### src/rtl/exec_unit.sv
// Execute/writeback stage behind the 16x8 register file: single-cycle ALU ops
// and an 8-iteration shift-add multiply, writing results back with carry/zero flags.
module exec_unit #(
    parameter int W = 8,
    parameter int D = 4
) (
    input  logic         CLK,
    input  logic         Reset,
    input  logic         start,
    input  logic [3:0]   op,
    input  logic [D-1:0] dst,
    input  logic [W-1:0] opA,
    input  logic [W-1:0] opB,
    output logic         busy,
    output logic         done,
    output logic         RegWrite,
    output logic [D-1:0] writeReg,
    output logic [W-1:0] writeValue,
    output logic         carry,
    output logic         zero
);

    localparam int CW = $clog2(W);

    typedef enum logic [2:0] {
        IDLE,
        WB,
        MUL,
        WB_LO,
        WB_HI
    } state_t;

    state_t         state_q, state_d;
    logic [D-1:0]   dst_q, dst_d;
    logic [2*W-1:0] mcand_q, mcand_d;
    logic [W-1:0]   mplier_q, mplier_d;
    logic [2*W-1:0] prod_q, prod_d;
    logic [CW-1:0]  cnt_q, cnt_d;
    logic           rw_q, rw_d;
    logic [D-1:0]   wreg_q, wreg_d;
    logic [W-1:0]   wval_q, wval_d;
    logic           done_q, done_d;
    logic           carry_q, carry_d;
    logic           zero_q, zero_d;

    logic [W-1:0]   alu_res;
    logic           alu_c;
    logic           alu_valid;
    logic [W:0]     sum;
    logic [2*W-1:0] sll_w;
    logic [2*W-1:0] srl_w;
    logic [CW-1:0]  sh;
    logic [2*W-1:0] prod_nxt;

    // Shifts run through a double-width window so the last bit shifted out
    // lands at a fixed position; a zero shift leaves that position clear.
    always_comb begin
        sh        = opB[CW-1:0];
        sum       = {1'b0, opA} + {1'b0, opB};
        sll_w     = {{W{1'b0}}, opA} << sh;
        srl_w     = {opA, {W{1'b0}}} >> sh;
        alu_res   = '0;
        alu_c     = 1'b0;
        alu_valid = 1'b1;
        case (op)
            4'd0: begin
                alu_res = sum[W-1:0];
                alu_c   = sum[W];
            end
            4'd1: begin
                alu_res = opA - opB;
                alu_c   = (opA >= opB);
            end
            4'd2: alu_res = opA & opB;
            4'd3: alu_res = opA | opB;
            4'd4: alu_res = opA ^ opB;
            4'd5: begin
                alu_res = sll_w[W-1:0];
                alu_c   = sll_w[W];
            end
            4'd6: begin
                alu_res = srl_w[2*W-1:W];
                alu_c   = srl_w[W-1];
            end
            default: alu_valid = 1'b0;
        endcase
    end

    assign prod_nxt = prod_q + (mplier_q[0] ? mcand_q : '0);

    always_comb begin
        state_d  = state_q;
        dst_d    = dst_q;
        mcand_d  = mcand_q;
        mplier_d = mplier_q;
        prod_d   = prod_q;
        cnt_d    = cnt_q;
        rw_d     = 1'b0;
        wreg_d   = '0;
        wval_d   = '0;
        done_d   = 1'b0;
        carry_d  = carry_q;
        zero_d   = zero_q;
        unique case (state_q)
            IDLE: begin
                if (start) begin
                    dst_d = dst;
                    if (op == 4'd7) begin
                        state_d  = MUL;
                        mcand_d  = {{W{1'b0}}, opA};
                        mplier_d = opB;
                        prod_d   = '0;
                        cnt_d    = '0;
                    end else begin
                        state_d = WB;
                        done_d  = 1'b1;
                        if (alu_valid) begin
                            rw_d    = 1'b1;
                            wreg_d  = dst;
                            wval_d  = alu_res;
                            carry_d = alu_c;
                            zero_d  = (alu_res == '0);
                        end
                    end
                end
            end
            WB: state_d = IDLE;
            MUL: begin
                prod_d   = prod_nxt;
                mcand_d  = mcand_q << 1;
                mplier_d = mplier_q >> 1;
                cnt_d    = cnt_q + CW'(1);
                if (cnt_q == CW'(W - 1)) begin
                    state_d = WB_LO;
                    rw_d    = 1'b1;
                    wreg_d  = dst_q;
                    wval_d  = prod_nxt[W-1:0];
                end
            end
            WB_LO: begin
                state_d = WB_HI;
                rw_d    = 1'b1;
                wreg_d  = dst_q + D'(1);
                wval_d  = prod_q[2*W-1:W];
                done_d  = 1'b1;
                carry_d = (prod_q[2*W-1:W] != '0);
                zero_d  = (prod_q == '0);
            end
            WB_HI: state_d = IDLE;
            default: state_d = IDLE;
        endcase
    end

    always_ff @(posedge CLK or posedge Reset) begin
        if (Reset) begin
            state_q  <= IDLE;
            dst_q    <= '0;
            mcand_q  <= '0;
            mplier_q <= '0;
            prod_q   <= '0;
            cnt_q    <= '0;
            rw_q     <= 1'b0;
            wreg_q   <= '0;
            wval_q   <= '0;
            done_q   <= 1'b0;
            carry_q  <= 1'b0;
            zero_q   <= 1'b0;
        end else begin
            state_q  <= state_d;
            dst_q    <= dst_d;
            mcand_q  <= mcand_d;
            mplier_q <= mplier_d;
            prod_q   <= prod_d;
            cnt_q    <= cnt_d;
            rw_q     <= rw_d;
            wreg_q   <= wreg_d;
            wval_q   <= wval_d;
            done_q   <= done_d;
            carry_q  <= carry_d;
            zero_q   <= zero_d;
        end
    end

    assign busy       = (state_q != IDLE);
    assign done       = done_q;
    assign RegWrite   = rw_q;
    assign writeReg   = wreg_q;
    assign writeValue = wval_q;
    assign carry      = carry_q;
    assign zero       = zero_q;

endmodule

### config.mk
export PLATFORM = sky130hd
export DESIGN_NAME = exec_unit
export DESIGN_NICKNAME = d
export VERILOG_FILES = /design/src/rtl/exec_unit.sv
export SDC_FILE = /design/constraint.sdc
export NUM_CORES = 1
export LEC_CHECK = 0
export BUFFER_PORTS_ARGS = -buffer_cell sky130_fd_sc_hd__buf_2
export CORE_MARGIN = 2
export CORE_UTILIZATION = 60
export DETAILED_ROUTE_END_ITERATION = 12
export PLACE_DENSITY = 0.8
export SYNTH_ARGS = -nofsm -noshare
export SYNTH_HDL_FRONTEND = slang
export SYNTH_SLANG_ARGS = --single-unit
### constraint.sdc
create_clock -name CLK -period 3.11 [get_ports CLK]
set_input_delay 0.4665 -clock CLK [delete_from_list [all_inputs] [get_ports CLK]]
set_output_delay 0.4665 -clock CLK [all_outputs]
set_load 0.005 [all_outputs]
==> Word level (Yosys, flattened, before mapping) <==
Cells that the tools add are included.
{ "word_totals": {"word_cells": 97, "out_inout_bits": 17, "ff_bits": 66} }
{ "classes": {"shift": 2, "add_sub_neg": 5, "n_bitwise": 3, "reduce_logical": 13, "order_cmp": 1, "eq_ne": 15, "n_mux": 46} }
{ "op_table": {"columns": ["cell", "count"], "rows": [
  ["$mux 16", 5],
  ["$pmux 16 s2", 2],
  ["$pmux 8 s7", 1],
  ["$mux 8", 6],
  ["$pmux 8 s3", 1],
  ["$add 16x16->16", 1],
  ["$eq 4x3->1 const B", 4],
  ["$logic_not 16->1", 1],
  ["$mux 4", 4],
  ["$pmux 8 s2", 1],
  ["$shr 16x3->16", 1],
  ["$mux 1", 13],
  ["$mux 3", 4],
  ["$pmux 4 s3", 1],
  ["$ne 2x2->1 const B", 5],
  ["$add 8x8->9", 1],
  ["$pmux 3 s3", 1],
  ["$shl 8x3->9", 1],
  ["$and 8x8->8", 1],
  ["$eq 4x2->1 const B", 2],
  ["$ge 8x8->1", 1],
  ["$logic_not 8->1", 1],
  ["$or 8x8->8", 1],
  ["$reduce_bool 8->1", 1],
  ["other kinds (20)", 25]
]} }

==> Logic depth before layout (Yosys ltp) <==
{ "depth": {"word_depth": 7, "mapped_depth": 11, "mapped_depth_nobuf": 10} }

==> Least setup slack after synthesis <==
OpenSTA, ideal clock, no wires.
{ "synth_path": {"kind": "input -> register", "startpoint": "input port opA[0]", "endpoint": "register zero_q, in the netlist zero", "setup_ps": 65, "path_slack_ps": 525, "path_stages": 8, "path_buffers": 0, "t_arrival_ps": 2520, "path_cell_list": "ha_1 -> fa_1 -> a31o_1 -> a221o_1 -> a2111oi_2 -> and4_1 -> and4_1 -> a31o_1"} }
{ "synth_between": {"elab_chain_cells": 7} }
{ "synth_lines": {"columns": ["element", "line_no", "rtl"], "rows": [
  ["start: declaration", "12", "input logic [W-1:0] opA,"],
  ["$sub 8x8->8, or another cell as far along", "71", "alu_res = opA - opB;"],
  ["$pmux 8 s7 *", "65", "case (op)"],
  ["$logic_not 8->1 *", "122", "zero_d = (alu_res == '0);"],
  ["$mux 1 *", "117", "if (alu_valid) begin"],
  ["$mux 1 *", "108", "if (op == 4'd7) begin"],
  ["$mux 1 *", "106", "if (start) begin"],
  ["$pmux 1 s2 *", "104", "unique case (state_q)"],
  ["end signal: assignment", "180", "zero_q <= zero_d;"],
  ["end: declaration", "44", "logic zero_q, zero_d;"]
]} }
Every way passes the cells marked *; elsewhere a longest branch is shown, timed or not. The select of a mux whose other input is x is not followed.
A chain may end at the register's enable or synchronous reset.

==> Final worst setup path <==
{ "layout_path": {"startpoint": "register mplier_q[0]", "endpoint": "register prod_q[14]"} }
{ "layout_between": {"elab_chain_cells": 3} }
{ "layout_lines": {"columns": ["element", "line_no", "rtl"], "rows": [
  ["start: declaration", "36", "logic [W-1:0] mplier_q, mplier_d;"],
  ["start signal: assignment", "172", "mplier_q <= mplier_d;"],
  ["$mux 16", "89", "assign prod_nxt = prod_q + (mplier_q[0] ? mcand_q : '0);"],
  ["$add 16x16->16", "89", null],
  ["$pmux 16 s2", "104", null],
  ["end signal: assignment", "173", "prod_q <= prod_d;"],
  ["end: declaration", "37", "logic [2*W-1:0] prod_q, prod_d;"]
]} }
No other way between the ends.

==> reports/metrics.csv <==
metric;value;unit
status;finished, final reports clean;
synthesis-stage register bit count;66;
Clock Power Share;22.8;%
Hold/Removal Path Class;input pin to async pin;
top_reg_cell synth;dfrtp_1;
critical-path cell with the highest stage delay;dfrtp_1;
switching pwr;1.32;mW
Unique masters post-synth;74;
commonest non-fill, non-tap cell in the layout;dfrtp_1;
DRT Pass-1 Iters;6;
Vias/cell;6.47;
proportion of netlist area held by the largest area contributor;31.6;%
delay-heaviest family, CP;compound AO/OA/AOI/OAI gates;
vias in the first global route;4690;
number of synthesis warnings;0;
share of synthesized registers carrying an async set or reset;100;%
Post-DP Area;0.00555;sq mm
relative area change from synthesis to final layout;10.0;%
Nets;707;
Post-CTS Hold Buffers;0;
Synth Instances;594;
height of the die;97.4;um
commonest non-fill, non-tap cells in the layout;dfrtp_1 (66), nand2_1 (64), a21oi_1 (47);
TritonCTS clock tree;done;
fin util;66.9;%
Post-synth EDFFs;0;
combinational share of power;36.6;%
reg-to-reg startpoint;mplier_q[0];
number of max-cap violations;0;
Starting Density;60.8;%
final hold vios;0;
Setup violations, final;0;
CTS-repair resized insts;0;
design area;0.00575;sq mm
post-synthesis sequential area ratio;31.6;%
worst path cell trace;and2_1 -> ha_1 -> fa_1 -> a21oi_1 -> o2111ai_1 -> nand2_1 -> o211ai_1 -> a31oi_1 -> xor2_1 -> o21ai_0;
share of power burned in registers;40.6;%
Final Skew;12.9;ps
Iter 0 DRT Violations;410;
HPWL Detailed;11.4;mm
IO Pins;44;
antenna violations before repair;0;
clock-pin slew of the registers on the worst-case setup and hold paths;90;ps
R2R setup slack;170;ps
# rows;34;
Mapped Area;0.00523;sq mm
crit share post-route;94.4;%
Max Root-Sink Buffers;2;
RSZ-0062 raised after global routing;false;
Clock Latency Late Sink;350;ps
drt total wl;15.0;mm
Least-Margin Pin Slew;514;ps
CP Capture Type;flop;
worst hold margin;124;ps
CTS Root Cell;clkbuf_8;
Crit path required time;3310;ps
Die ar.;0.00948;sq mm
Synth area leader;dfrtp_1;
first-pass GRT wire length;24.4;mm
final worst slack;175;ps
GRT Util Overall;32.4;%
leakage;2.76;nW
Startpoint Class;flop;
relative slew slack;64.9;%
syn_area_per_cell;8.80;sq um
Die Width;97.4;um
critical path class;flop to flop;
CP bufs+invs;0;
worst reg2reg path depth;10;
Mapped Nets;668;
core area;0.00859;sq mm
Cell Int Power;1.99;mW
total number of vias;4829;
Worst Path Arrival;3130;ps
top cells by area, synth;dfrtp_1 (32%), ha_1 (11%), nand2_1 (4.6%), a21oi_1 (4.5%), o21ai_0 (4.2%);
post-route DRC violation count;0;
Sum Neg Setup Slack;0;ps
pwr dens;576;mW/mm^2
H-tree levels;3;
sw frac;39.9;%
fmax;0.341;GHz
final slew viol count;0;
placer congestion estimate;0.957;
Max FO, Critical Path;18;
Post-DRT Antenna Nets;0;
R2R Path End;prod_q[14];
layout cells sized above 1;16.9;%
drt wl/cell;20.1;um
Final min period;2940;ps
postcts setup bufs;0;
Max stage delay on crit path;570;ps
port bufs;43;
CTS Buf Count;9;
n_diodes;0;
Max IR drop VDD;0.508;mV
Congestion Overflow GR;0;
Place WS;72.5;ps
pin count of the biggest net entering global routing;52;
CTS sink count;66;
[power groups by stage]
| stage | logic [mW] | clock network, mW | registers (mW) |
|---|---|---|---|
| detailed placement | 1.19 | 0 | 1.35 |
| global placement | 1.14 | 0 | 1.35 |
| floorplan | 0.894 | 0 | 1.27 |
| global route | 1.35 | 0.803 | 1.38 |
| finish | 1.21 | 0.757 | 1.34 |
| CTS | 1.20 | 0.764 | 1.34 |
[registers in the layout, indices dropped and copies added (netlist names)]
| register | flops |
|---|---|
| carry | 1 |
| state_q | 3 |
| zero | 1 |
| writeReg | 4 |
| done | 1 |
| mcand_q | 16 |
| mplier_q | 8 |
| dst_q | 4 |
| cnt_q | 3 |
| writeValue | 8 |
| prod_q | 16 |
| RegWrite | 1 |
[synthesized netlist by cell type (6+ instances only)]
| cell type | count |
|---|---|
| dfrtp_1 | 66 |
| nand2_1 | 64 |
| a21oi_1 | 47 |
| ha_1 | 44 |
| o21ai_0 | 44 |
| nor2_1 | 38 |
| inv_1 | 32 |
| and2_1 | 19 |
| a22o_1 | 15 |
| nand3_1 | 15 |
| clkbuf_1 | 13 |
| nor3_1 | 13 |
| mux2i_1 | 12 |
| o221ai_1 | 10 |
| buf_2 | 9 |
| a211oi_1 | 8 |
| xnor2_1 | 8 |
| and3_1 | 6 |
| mux2_2 | 6 |
[per-stage QoR]
stage	power, mW	std cells
after floorplan	2.16	594
after global placement	2.49	730
after detailed placement	2.54	730
after CTS	3.30	746
after global routing	3.54	746
final	3.32	746
[cell families after synthesis]
kind of cell,Yosys count,share of synthesized area [%]
xor gates and xnor gates,13,2.18
buffers and inverters,64,5.67
DFF,66,31.6
adders and majority gates,47,11.7
and+or+nand+nor,198,19.6
muxes,23,5.74
AOI/OAI and AO/OA,183,23.5
[worst max-delay path by stage]
stage / slack [ps] / startpoint / endpoint / cells past startpoint
floorplan: 520 / opA[0] / zero / 8
global placement: 160 / opA[0] / zero / 11
detailed placement: 70 / opA[0] / zero / 11
CTS: 250 / mplier_q[0] / prod_q[15] / 9
global route: 20 / mplier_q[0] / prod_q[14] / 10
finish: 170 / mplier_q[0] / prod_q[14] / 10
[metal layers]
layer	wire [um]	track usage (%)
met4	344	10.4
met3	1230	6.26
met5	0	0
met1	6570	46.4
met2	6860	50.2
[cell type report]
class | instances | area [sq um]
clock buffers | 9 | 124
clock inverters | 7 | 77.6
fillers | 731 | 2840
inverters | 33 | 124
multi-input cells | 464 | 3290
flip-flops and latches | 66 | 1650
well taps | 108 | 135
repair buffers | 59 | 348
Power figures use the tool's default switching activity.
